[src/rtl/mips_pkg.sv]
// rtl/mips_pkg.sv - shared opcodes, ALU codes, forward selects and widths for the MIPS core
package mips_pkg;

    localparam int DATA_W = 32;
    localparam int REG_AW = 5;

    localparam logic [5:0] OP_RTYPE = 6'h00;
    localparam logic [5:0] OP_BEQ   = 6'h04;
    localparam logic [5:0] OP_BNE   = 6'h05;
    localparam logic [5:0] OP_ADDI  = 6'h08;
    localparam logic [5:0] OP_LW    = 6'h23;
    localparam logic [5:0] OP_SW    = 6'h2b;

    localparam logic [5:0] FN_SLL = 6'h00;
    localparam logic [5:0] FN_ADD = 6'h20;
    localparam logic [5:0] FN_SUB = 6'h22;
    localparam logic [5:0] FN_AND = 6'h24;
    localparam logic [5:0] FN_OR  = 6'h25;
    localparam logic [5:0] FN_SLT = 6'h2a;

    localparam logic [3:0] ALU_AND = 4'h0;
    localparam logic [3:0] ALU_OR  = 4'h1;
    localparam logic [3:0] ALU_ADD = 4'h2;
    localparam logic [3:0] ALU_SLL = 4'h3;
    localparam logic [3:0] ALU_SUB = 4'h6;
    localparam logic [3:0] ALU_SLT = 4'h7;

    typedef enum logic [1:0] {
        FWD_REG = 2'd0,
        FWD_MEM = 2'd1,
        FWD_WB  = 2'd2
    } fwd_sel_e;

endpackage

[src/rtl/control_unit.sv]
// rtl/control_unit.sv - main control decode from opcode/funct and the branch compare result
module control_unit (
    input  logic [5:0] opcode,
    input  logic [5:0] funct,
    input  logic       equal,
    output logic [3:0] alu_op,
    output logic       alu_a_sel,
    output logic       alu_b_sel,
    output logic [3:0] mem_we,
    output logic       jump_raw,
    output logic       reg_d_addr_sel,
    output logic       reg_d_data_sel,
    output logic       reg_d_we
);
    import mips_pkg::*;

    always_comb begin
        alu_op         = ALU_ADD;
        alu_a_sel      = 1'b0;
        alu_b_sel      = 1'b0;
        mem_we         = 4'h0;
        jump_raw       = 1'b0;
        reg_d_addr_sel = 1'b0;
        reg_d_data_sel = 1'b0;
        reg_d_we       = 1'b0;
        case (opcode)
            OP_RTYPE: begin
                reg_d_addr_sel = 1'b1;
                reg_d_we       = 1'b1;
                case (funct)
                    FN_SLL: begin
                        alu_op    = ALU_SLL;
                        alu_a_sel = 1'b1;   // shamt replaces rs as operand A
                    end
                    FN_ADD:  alu_op = ALU_ADD;
                    FN_SUB:  alu_op = ALU_SUB;
                    FN_AND:  alu_op = ALU_AND;
                    FN_OR:   alu_op = ALU_OR;
                    FN_SLT:  alu_op = ALU_SLT;
                    default: reg_d_we = 1'b0;
                endcase
            end
            OP_ADDI: begin
                alu_b_sel = 1'b1;
                reg_d_we  = 1'b1;
            end
            OP_LW: begin
                alu_b_sel      = 1'b1;
                reg_d_data_sel = 1'b1;
                reg_d_we       = 1'b1;
            end
            OP_SW: begin
                alu_b_sel = 1'b1;
                mem_we    = 4'hf;
            end
            OP_BEQ: begin
                alu_op   = ALU_SUB;
                jump_raw = equal;
            end
            OP_BNE: begin
                alu_op   = ALU_SUB;
                jump_raw = ~equal;
            end
            default: ;
        endcase
    end

endmodule

[src/rtl/decode_hazard.sv]
// rtl/decode_hazard.sv - ID stall detection, EX forward selects and forwarded branch-compare operands
module decode_hazard #(
    parameter int DATA_W = mips_pkg::DATA_W,
    parameter int REG_AW = mips_pkg::REG_AW
) (
    input  logic              id_valid,
    input  logic [REG_AW-1:0] rs,
    input  logic [REG_AW-1:0] rt,
    input  logic [5:0]        opcode,
    input  logic              ex_valid,
    input  logic              reg_d_we_ex,
    input  logic              reg_d_data_sel_ex,
    input  logic [REG_AW-1:0] reg_d_addr_ex,
    input  logic              mem_reg_d_we,
    input  logic [REG_AW-1:0] mem_reg_d_addr,
    input  logic [DATA_W-1:0] mem_reg_d_data,
    input  logic [DATA_W-1:0] reg_s_data,
    input  logic [DATA_W-1:0] reg_t_data,
    output logic              stall,
    output logic [1:0]        fwd_s_sel,
    output logic [1:0]        fwd_t_sel,
    output logic [DATA_W-1:0] cmp_s,
    output logic [DATA_W-1:0] cmp_t
);
    import mips_pkg::*;

    logic ex_wr, ex_hit_s, ex_hit_t, mem_hit_s, mem_hit_t;
    logic is_branch, load_use, branch_hz;

    // Register 0 is hardwired, so a write to it is never a producer.
    assign ex_wr     = ex_valid & reg_d_we_ex & (reg_d_addr_ex != '0);
    assign ex_hit_s  = ex_wr & (reg_d_addr_ex == rs);
    assign ex_hit_t  = ex_wr & (reg_d_addr_ex == rt);
    assign mem_hit_s = mem_reg_d_we & (mem_reg_d_addr == rs) & (rs != '0);
    assign mem_hit_t = mem_reg_d_we & (mem_reg_d_addr == rt) & (rt != '0);

    assign is_branch = (opcode == OP_BEQ) | (opcode == OP_BNE);
    assign load_use  = reg_d_data_sel_ex & (ex_hit_s | ex_hit_t);
    assign branch_hz = is_branch & (ex_hit_s | ex_hit_t);
    assign stall     = id_valid & (load_use | branch_hz);

    assign cmp_s = mem_hit_s ? mem_reg_d_data : reg_s_data;
    assign cmp_t = mem_hit_t ? mem_reg_d_data : reg_t_data;

    // The EX producer is newer than the MEM one, so it takes priority.
    assign fwd_s_sel = ex_hit_s ? FWD_MEM : (mem_hit_s ? FWD_WB : FWD_REG);
    assign fwd_t_sel = ex_hit_t ? FWD_MEM : (mem_hit_t ? FWD_WB : FWD_REG);

endmodule

[src/rtl/decode_stage.sv]
// rtl/decode_stage.sv - ID stage: decode, branch resolve, hazards and EX pipeline registers
module decode_stage #(
    parameter int DATA_W       = mips_pkg::DATA_W,
    parameter int REG_AW       = mips_pkg::REG_AW,
    parameter int TARGET_SHIFT = 0
) (
    input  logic              clk,
    input  logic              rst_n,
    input  logic              id_valid,
    output logic              id_ready,
    input  logic [DATA_W-1:0] pc,
    input  logic [31:0]       ir,
    output logic [REG_AW-1:0] reg_s_addr,
    output logic [REG_AW-1:0] reg_t_addr,
    input  logic [DATA_W-1:0] reg_s_data,
    input  logic [DATA_W-1:0] reg_t_data,
    input  logic              mem_reg_d_we,
    input  logic [REG_AW-1:0] mem_reg_d_addr,
    input  logic [DATA_W-1:0] mem_reg_d_data,
    output logic [DATA_W-1:0] target,
    output logic              jump,
    input  logic              ex_ready,
    output logic              ex_valid,
    output logic [3:0]        alu_op_ex,
    output logic              alu_a_sel_ex,
    output logic              alu_b_sel_ex,
    output logic [3:0]        mem_we_ex,
    output logic              reg_d_we_ex,
    output logic              reg_d_data_sel_ex,
    output logic [REG_AW-1:0] reg_d_addr_ex,
    output logic [DATA_W-1:0] imm_ex,
    output logic [DATA_W-1:0] reg_s_data_ex,
    output logic [DATA_W-1:0] reg_t_data_ex,
    output logic [1:0]        fwd_s_sel_ex,
    output logic [1:0]        fwd_t_sel_ex
);
    logic [5:0]        opcode;
    logic [REG_AW-1:0] rs, rt, rd;
    logic [DATA_W-1:0] imm_sext, cmp_s, cmp_t;
    logic [1:0]        fwd_s_sel, fwd_t_sel;
    logic              stall, equal, xfer;
    logic [3:0]        alu_op, mem_we;
    logic              alu_a_sel, alu_b_sel, jump_raw;
    logic              reg_d_addr_sel, reg_d_data_sel, reg_d_we;

    assign opcode   = ir[31:26];
    assign rs       = REG_AW'(ir[25:21]);
    assign rt       = REG_AW'(ir[20:16]);
    assign rd       = REG_AW'(ir[15:11]);
    assign imm_sext = {{(DATA_W-16){ir[15]}}, ir[15:0]};

    assign reg_s_addr = rs;
    assign reg_t_addr = rt;
    assign target     = pc + (imm_sext << TARGET_SHIFT);

    decode_hazard #(.DATA_W(DATA_W), .REG_AW(REG_AW)) u_hazard (
        .id_valid          (id_valid),
        .rs                (rs),
        .rt                (rt),
        .opcode            (opcode),
        .ex_valid          (ex_valid),
        .reg_d_we_ex       (reg_d_we_ex),
        .reg_d_data_sel_ex (reg_d_data_sel_ex),
        .reg_d_addr_ex     (reg_d_addr_ex),
        .mem_reg_d_we      (mem_reg_d_we),
        .mem_reg_d_addr    (mem_reg_d_addr),
        .mem_reg_d_data    (mem_reg_d_data),
        .reg_s_data        (reg_s_data),
        .reg_t_data        (reg_t_data),
        .stall             (stall),
        .fwd_s_sel         (fwd_s_sel),
        .fwd_t_sel         (fwd_t_sel),
        .cmp_s             (cmp_s),
        .cmp_t             (cmp_t)
    );

    assign equal = (cmp_s == cmp_t);

    control_unit u_ctrl (
        .opcode         (opcode),
        .funct          (ir[5:0]),
        .equal          (equal),
        .alu_op         (alu_op),
        .alu_a_sel      (alu_a_sel),
        .alu_b_sel      (alu_b_sel),
        .mem_we         (mem_we),
        .jump_raw       (jump_raw),
        .reg_d_addr_sel (reg_d_addr_sel),
        .reg_d_data_sel (reg_d_data_sel),
        .reg_d_we       (reg_d_we)
    );

    assign id_ready = ex_ready & ~stall;
    assign xfer     = id_valid & id_ready;
    // A stalled or back-pressured branch must not redirect; it is re-evaluated later.
    assign jump     = jump_raw & id_valid & ~stall & ex_ready;

    always_ff @(posedge clk) begin
        if (!rst_n) begin
            ex_valid          <= 1'b0;
            alu_op_ex         <= '0;
            alu_a_sel_ex      <= 1'b0;
            alu_b_sel_ex      <= 1'b0;
            mem_we_ex         <= '0;
            reg_d_we_ex       <= 1'b0;
            reg_d_data_sel_ex <= 1'b0;
            reg_d_addr_ex     <= '0;
            imm_ex            <= '0;
            reg_s_data_ex     <= '0;
            reg_t_data_ex     <= '0;
            fwd_s_sel_ex      <= '0;
            fwd_t_sel_ex      <= '0;
        end else if (ex_ready) begin
            if (xfer) begin
                ex_valid          <= 1'b1;
                alu_op_ex         <= alu_op;
                alu_a_sel_ex      <= alu_a_sel;
                alu_b_sel_ex      <= alu_b_sel;
                mem_we_ex         <= mem_we;
                reg_d_we_ex       <= reg_d_we;
                reg_d_data_sel_ex <= reg_d_data_sel;
                reg_d_addr_ex     <= reg_d_addr_sel ? rd : rt;
                imm_ex            <= imm_sext;
                reg_s_data_ex     <= reg_s_data;
                reg_t_data_ex     <= reg_t_data;
                fwd_s_sel_ex      <= fwd_s_sel;
                fwd_t_sel_ex      <= fwd_t_sel;
            end else begin
                ex_valid    <= 1'b0;
                reg_d_we_ex <= 1'b0;
                mem_we_ex   <= '0;
            end
        end
    end

endmodule

[config.mk]
export PLATFORM = sky130hd
export DESIGN_NAME = decode_stage
export DESIGN_NICKNAME = d
export VERILOG_FILES = /design/src/rtl/mips_pkg.sv /design/src/rtl/control_unit.sv /design/src/rtl/decode_hazard.sv /design/src/rtl/decode_stage.sv
export SDC_FILE = /design/constraint.sdc
export NUM_CORES = 1
export LEC_CHECK = 0
export BUFFER_PORTS_ARGS = -buffer_cell sky130_fd_sc_hd__buf_2
export CORE_AREA = 5 5 147 149
export CTS_CLUSTER_DIAMETER = 120
export DETAILED_ROUTE_END_ITERATION = 10
export DIE_AREA = 0 0 152 154
export GPL_TIMING_DRIVEN = 0
export MAX_ROUTING_LAYER = met4
export PLACE_DENSITY = 0.71
export SLEW_MARGIN = 20
export SYNTH_ARGS = -nofsm -noshare
export SYNTH_HDL_FRONTEND = slang
export SYNTH_SLANG_ARGS = --single-unit
[constraint.sdc]
create_clock -name clk -period 3.55 [get_ports clk]
set_input_delay 0.1775 -clock clk [delete_from_list [all_inputs] [get_ports clk]]
set_output_delay 0.1775 -clock clk [all_outputs]
set_load 0.01 [all_outputs]
==> results.md, run 1 <==
* Die Y at 154 µm
* Clock tree from TritonCTS: yes
* Via density at 5.53
* Leading post-synthesis cells by cell area: dfxtp_1 (25%), nand2_1 (9.2%), a21boi_0 (7.9%)
* Number of synthesis warnings at 0
* Largest fanout on the critical path at 10
* Sequential element share of the synthesized area at between 20% and 30%
* Worst EP arrival at 3.30 ns
* Number of pins exceeding their max-slew limit in the final report at 0
* Worst Path Class, Setup: in -> out
* Total negative slack at 0 ns
* Clock latency of the later-clocked register in the worst-skew pair at around 0.36 ns
* Global-route wire length before repair at 48.9 mm
* Mapped cell area at around 8000 µm²
* Clock-pin slew reported for the worst setup and hold paths after clock tree synthesis at about 0.08 ns
* Final Hold Viols at 0
* IR drop worst, VDD at 0.271 mV
* Top-level I/O count at 332
* Number of max-cap violations at 0
* Initial DRT Pass Iterations at 5
* Worst Tran Pin Value at 0.622 ns
* Sw frac at 35.4%
* Cell area after layout at 10300 µm²
* CTS H-Tree Depth at 3
* HP Class: in -> reg
* Share of power burned in registers at 36.2%
* Global placement routability congestion at between 0.9 and 1
* # hold bufs at CTS at 0
* Worst slew slack as a fraction of its limit at 58.6%
* HPWL reported at the end of detailed placement at 25.7 mm
* Leakage power total at 4.71 nW
* Destination of the worst register-to-register timing path: imm_ex[10]
* Cell with the most instances after synthesis: nand2_1
* Setup repair after global routing missed its margin: true
* Outcome: completed
* Internal power component at 0.00210 W
* Achievable frequency at 0.288 GHz
* Wire length after detailed routing at ~32 mm
* Area of placed instances at 9920 µm²
* Flip-flop and latch count after synthesis at 98
* CTS root buffer: clkbuf_16
* Pwr Density at about 320 nW/µm²
* Area delta synth->final at 29.4%
* Gr ovfl total at 0
* Fraction of post-synthesis cell area in the top cell type by area at between 20% and 30%
* Per-instance average area after synthesis at 7.43 µm²
* Worst Hold End: imm_ex[9]
* EDFF count, synth at 0
* Switching pwr at 0.00115 W
* DRC violations left at 0
* Full die area at 23400 µm²
* Area of the core at about 20000 µm²
* Post-Synthesis Cells at 1069
* Critical path required time at 3.37 ns
* Post-detailed-route count of antenna-violating nets at 0
* Average wire per cell in the routed design at approximately 19 µm
* Worst hold stages at 3
* Largest net degree at the start of global routing at 20
* Number of global-route vias before repair at 8745
* Synthesized Nets at 1271
* Overall via count from detail_route at 9345
* Clock Skews at 0.00898 ns
* Combinational share of power at approximately a third
* Worst Min Path Start: ir[9]
* Proportion of register bits with asynchronous set or reset after synthesis at 0%
* Synth area leader: dfxtp_1
* Sinks on Clock Net at approximately 100
* Number of core rows at 52
* Distinct cell type count after synthesis at 56
* Dominant register cell in the synthesized netlist: dfxtp_1
* Clk pwr share at 30.6%
* Nature of the critical path startpoint: input port
* Final critical-path required period at roughly 3.5 ns
* Horizontal extent of the die at approximately 150 µm
* Depth of the worst register-to-register path at 11
* Share of the clock period used by the worst path after layout at between 90 and 100%
* Overall power consumption at around 0.0033 W
* Kind of capture point of the worst setup path: output port
* Reg-to-Reg Start: reg_d_addr_ex[1]
* Buffer depth of the longest clock path at 2
* Total clock buffers created by CTS at 9
* Final net count at 1611
* First-iteration detailed-routing DRC count at ~720
* Worst R2R Setup Slack at 0.43 ns
* Total of buffers placed on input and output ports at 329
* Commonest cells in the synthesized netlist: nand2_1 (195), dfxtp_1 (98), a21boi_0 (84), inv_1 (76)
* Number of antenna violations at the first check in global routing at 5
* Starting Density at 39.6%
* Total of endpoints with negative setup slack in the final report at 0
* Share of final-layout standard cells stronger than drive strength 1 at 29.4%
* Overall global routing resource usage at 26.6%
## cell type report
type                       count  area (µm²)
tap                          270         338
timing repair buffer         330        1650
clock inverter                 6        57.6
antenna                        5        12.5
sequential                    98        1960
fill                        2010        9770
clock buffer                  10         239
multi-input combinational    795        5170
buffer                        99         551
inverter                      76         285
## placed cells by master (no fill, tap or decap), types with 9 or more instances in the layout
master,count
a21boi_0,84
a21oi_1,43
buf_2,333
nand3_1,22
o21ai_0,57
xor2_1,22
buf_4,46
clkbuf_1,46
nor2_1,28
inv_1,76
dfxtp_1,98
xnor2_1,52
nor4b_1,25
ha_1,31
nand2_1,195
a31oi_1,10
nor3_1,11
nor4_1,33
a311oi_1,57
clkbuf_16,9
## flip-flops by register name, summed over array words and instances, names as in the netlist
register	count
reg_s_data_ex	32
reg_t_data_ex	32
imm_ex	16
reg_d_addr_ex	5
alu_op_ex	3
fwd_s_sel_ex	2
fwd_t_sel_ex	2
alu_a_sel_ex	1
alu_b_sel_ex	1
ex_valid	1
mem_we_ex	1
reg_d_data_sel_ex	1
reg_d_we_ex	1
## per-layer routing
| layer | track usage, % | share of wire (%) | up-vias | routed length (µm) |
|---|---|---|---|---|
| li1 | - | - | 4492 | - |
| met1 | 33.7 | 42 | 4295 | 13400 |
| met2 | 41.6 | 46 | 486 | 14600 |
| met3 | 6.10 | 9.4 | 72 | 3020 |
| met4 | 9.50 | 3.3 | 0 | 1060 |
| met5 | - | 0 | - | 0 |
## how the worst max path moves through the flow
stage,from,to,slack [ns],cells after the start
global route,ir[0],target[30],-0.05,14
global placement,reg_d_addr_ex[1],imm_ex[10],-0.03,10
detailed placement,reg_d_addr_ex[1],imm_ex[10],-0.06,10
finish,ir[21],jump,0.07,13
CTS,ir[16],jump,0.02,12
floorplan,pc[0],target[30],0.81,12
## worst max-delay path, stage by stage
cell and delay [ns]:
buf_2 0.14, or4_4 0.55, a21oi_4 0.31, or3_1 0.17, buf_4 0.14, buf_4 0.22, a311oi_1 0.11, o21ai_0 0.32
o2111ai_1 0.29, nor4_2 0.35, a21oi_1 0.12, o211a_1 0.23, buf_2 0.15
## power by group through the flow
stage	clock network (W)	registers [W]	logic, W
4_1_cts	0.00102	0.00118	0.00107
3_3_place_gp	0	0.00120	0.00105
3_5_place_dp	0	0.00120	0.00106
6_report	0.000995	0.00118	0.00108
2_1_floorplan	0	0.00122	0.000590
5_1_grt	0.00107	0.00118	0.00118
## cell families after synthesis
group | after synthesis | synth area share [%]
xor gates and xnor gates | 74 | 8.16
and+or+nand+nor | 362 | 22.2
AOI/OAI and AO/OA | 319 | 28.4
DFF | 98 | 24.7
buffers and inverters | 176 | 10.5
muxes | 7 | 0.898
other | 1 | 0.0472
adders and majority gates | 32 | 5.14
## stage by stage
stage / util [%] / setup WS [ns] / hold WS (ns) / cells
floorplan: - / 0.807 / 0.322 / 1069
global placement: 49.5 / -0.0259 / 0.447 / 1668
detailed placement: 49.5 / -0.0641 / 0.454 / 1668
CTS: 51.1 / 0.0154 / 0.0722 / 1684
global route: 51.3 / -0.0488 / 0.0675 / 1689
finish: 51.3 / 0.0728 / 0.0776 / 1689
## repair_timing
action	4_1_cts	5_1_grt
pin swaps	0	1
resized for setup	4	11
setup buffers	0	1
endpoints found under the setup margin	20	55
(Power assumes the default switching activity.)
==> inputs of run 2 (changes only) <==
CORE_AREA = 5 5 157 159   (was 5 5 147 149)
DIE_AREA = 0 0 162 164   (was 0 0 152 154)
GPL_ROUTABILITY_DRIVEN = 0   (was not set)
PLACE_DENSITY = 0.64   (was 0.71)
==> run 2 against run 1 <==
Net effect: register-to-register slack improved by 0.15 ns; utilization fell by 6.5 points; largest power group unchanged; clock-buffer cell count fell by 1; first-iteration DRC count decreased by 0.28%; worst setup slack better by 0.011 ns; largest cell class unchanged; wire length rose by 1.6%; highest routed layer unchanged.
==> results.md, run 2 (same netlist as run 1, synthesis figures left out) <==
* Achievable frequency at 0.289 GHz (+0.32%)
* Total of endpoints with negative setup slack in the final report at 0 (unchanged)
* Overall global routing resource usage at 23.8% (-2.7 points)
* Gr ovfl total at 0 (unchanged)
* IR drop worst, VDD at 0.240 mV (-11%)
* Final Hold Viols at 0 (unchanged)
* Fillcell total at 2433 (+21%)
* Bufs and invs on worst path at 4 (unchanged)
* Sinks on Clock Net at 98 (unchanged)
* Largest fanout on the critical path at 10 (unchanged)
* Via density at 5.42 (-2.1%)
* Overall power consumption at 0.00333 W (+2.5%)
* Setup repair after global routing missed its margin: false
* Die Y at 164 µm (+6.5%)
* Sw frac at 33.7% (-1.6 points)
* Critical path required time at 3.37 ns (about the same)
* Area of placed instances at 9950 µm² (+0.25%)
* Global-route wire length before repair at 48.7 mm (-0.35%)
* Overall via count from detail_route at 9287 (-0.62%)
* Final critical-path required period at 3.47 ns (-0.0110 ns)
* Clock tree from TritonCTS: yes
* CTS H-Tree Depth at 3 (unchanged)
* Area of the core at 23100 µm² (+15%)
* Post-detailed-route count of antenna-violating nets at 0 (unchanged)
* Cell type group with the largest total delay on the critical path: compound AO/OA/AOI/OAI gates
* Leakage power total at 4.74 nW (+0.71%)
* Worst EP arrival at 3.29 ns (about the same)
* Most frequent cells in the layout: buf_2 (333), nand2_1 (195), dfxtp_1 (98), a21boi_0 (84), inv_1 (76)
* Worst Tran Pin Value at 0.589 ns (-0.0325 ns)
* Number of max-cap violations at 0 (unchanged)
* Biggest regs: reg_s_data_ex: 32 flops, reg_t_data_ex: 32 flops, imm_ex: 16 flops
* Initial DRT Pass Iterations at 5 (unchanged)
* Horizontal extent of the die at 162 µm (+6.6%)
* Clk pwr share at 32.1% (+1.5 points)
* DRC violations left at 0 (unchanged)
* Kind of capture point of the worst setup path: output port
* Sequential standard cell area at 1960 µm² (unchanged)
* Clock Skews at 0.0109 ns (+0.00188 ns)
* CTS root buffer: clkbuf_16
* Critical-path cell list: buf_2, or4_4, a21oi_4, or3_1, buf_4, buf_4, a311oi_1, o21ai_0, o2111ai_1, nor4_2, a21oi_1, o211a_1, buf_2
* Share of the clock period used by the worst path after layout at 97.6% (-0.31 points)
* Largest net degree at the start of global routing at 20 (unchanged)
* Most common cell after layout, fill and taps aside: buf_2
* HP Class: in -> reg
* HPWL reported at the end of detailed placement at 26.2 mm (+1.6%)
* Number of antenna violations at the first check in global routing at 5 (unchanged)
* Total area of multi-input combinational cells at 5190 µm² (+0.41%)
* Switching pwr at 0.00112 W (-2.2%)
* Worst Path Class, Setup: in -> out
* First-iteration detailed-routing DRC count at 715 (-0.28%)
* Clock-pin slew reported for the worst setup and hold paths after clock tree synthesis at 0.07 ns (about the same)
* Nature of the critical path startpoint: input port
* Area delta synth->final at 30.5%
* Number of global-route vias before repair at 8759 (+0.16%)
* Outcome: completed
* Combinational share of power at 32.6% (-0.6 points)
* Post-placement cell count at 1688 (+1.2%)
* Starting Density at 34.3% (-5.3 points)
* Top-level I/O count at 332 (unchanged)
* Wire length after detailed routing at 32.6 mm (+1.6%)
* Cell area after layout at 10400 µm² (+0.83%)
* Worst slew slack as a fraction of its limit at 60.7% (+2.2 points)
* Number of pins exceeding their max-slew limit in the final report at 0 (unchanged)
* Full die area at 26600 µm² (+13%)
* Total clock buffers created by CTS at 9 (unchanged)
* Final net count at 1612 (+0.062%)
* Share of power burned in registers at 35.3% (-0.9 points)
* Total of buffers placed on input and output ports at 329 (unchanged)
* Clock latency of the later-clocked register in the worst-skew pair at 0.36 ns (about the same)
* Pwr Density at 322 nW/µm² (+1.7%)
* Critical path's largest stage delay at 0.55 ns (about the same)
* Hold Slack at 0.0921 ns (+0.0145 ns)
* Buffer depth of the longest clock path at 2 (unchanged)
* Number of core rows at 56 (+7.7%)
* Post-route non-filler standard cell count at 1714 (+1.5%)
* Cell with the largest stage delay on the worst path: or4_4
* Share of final-layout standard cells stronger than drive strength 1 at 29.4% (unchanged)
* Average wire per cell in the routed design at 19.0 µm (+0.11%)
* Internal power component at 0.00221 W (+5.1%)
run 2: cell types whose count changed in the layout (fill, tap and decap cells not counted), sizes merged:
cell,previous run,this run
clkinv,3,2
diode,5,10
bufinv,0,2
inv,79,77
clkinvlp,0,1
run 2: what timing repair did:
action,in CTS,in global routing
setup endpoints to repair,1,84
resized for setup,4,13
buffers inserted,0,2
pin swaps,0,2
hold buffers,0,0
run 2: power groups by stage:
stage	combinational, W	clock (W)	sequential, W
global placement	0.00106	0	0.00120
CTS	0.00107	0.00110	0.00118
floorplan	0.000590	0	0.00122
detailed placement	0.00106	0	0.00120
global route	0.00119	0.00113	0.00118
finish	0.00109	0.00107	0.00118
run 2: worst min-delay path, cell delays in order:
cell	delay [ns]
buf_2	0.11
nand2_1	0.05
a21boi_0	0.06
run 2: through the flow:
| stage | setup TNS, ns | util (%) | setup WS [ns] |
|---|---|---|---|
| floorplan | 0 | - | 0.807 |
| global placement | -0.136 | 43.0 | -0.136 |
| detailed placement | -0.155 | 43.0 | -0.155 |
| CTS | 0 | 44.4 | 0.0287 |
| global route | 0 | 44.7 | 0.00118 |
| finish | 0 | 44.8 | 0.0838 |
run 2: final timing paths:
path / startpoint / endpoint / slack [ns] / cells past startpoint
worst min-delay path: ir[8] / imm_ex[8] / 0.09 / 3
worst min register to register: imm_ex[8] / imm_ex[8] / 0.46 / 2
worst max-delay path: ir[21] / jump / 0.08 / 13
worst max register to register: reg_d_addr_ex[1] / imm_ex[9] / 0.58 / 10
run 2: final cells by class:
class                           count  share of cell area, %
Multi-Input combinational cell    795                   50.2
Sequential cell                    98                   18.9
Timing Repair Buffer              331                   16.0
Buffer                             99                   5.32
Tap cell                          290                   3.50
Inverter                           76                   2.75
Clock buffer                        9                   2.17
Clock inverter                      6                  0.870
Antenna cell                       10                  0.242
run 2: routing by layer:
layer  vias up  GRT usage [%]  part of all wire, %
met5         -              -                    0
met4         0           9.69                  3.3
met3        64           4.47                  7.9
met2       411           37.5                   46
met1      4331           30.2                   43
li1       4481              -                    -
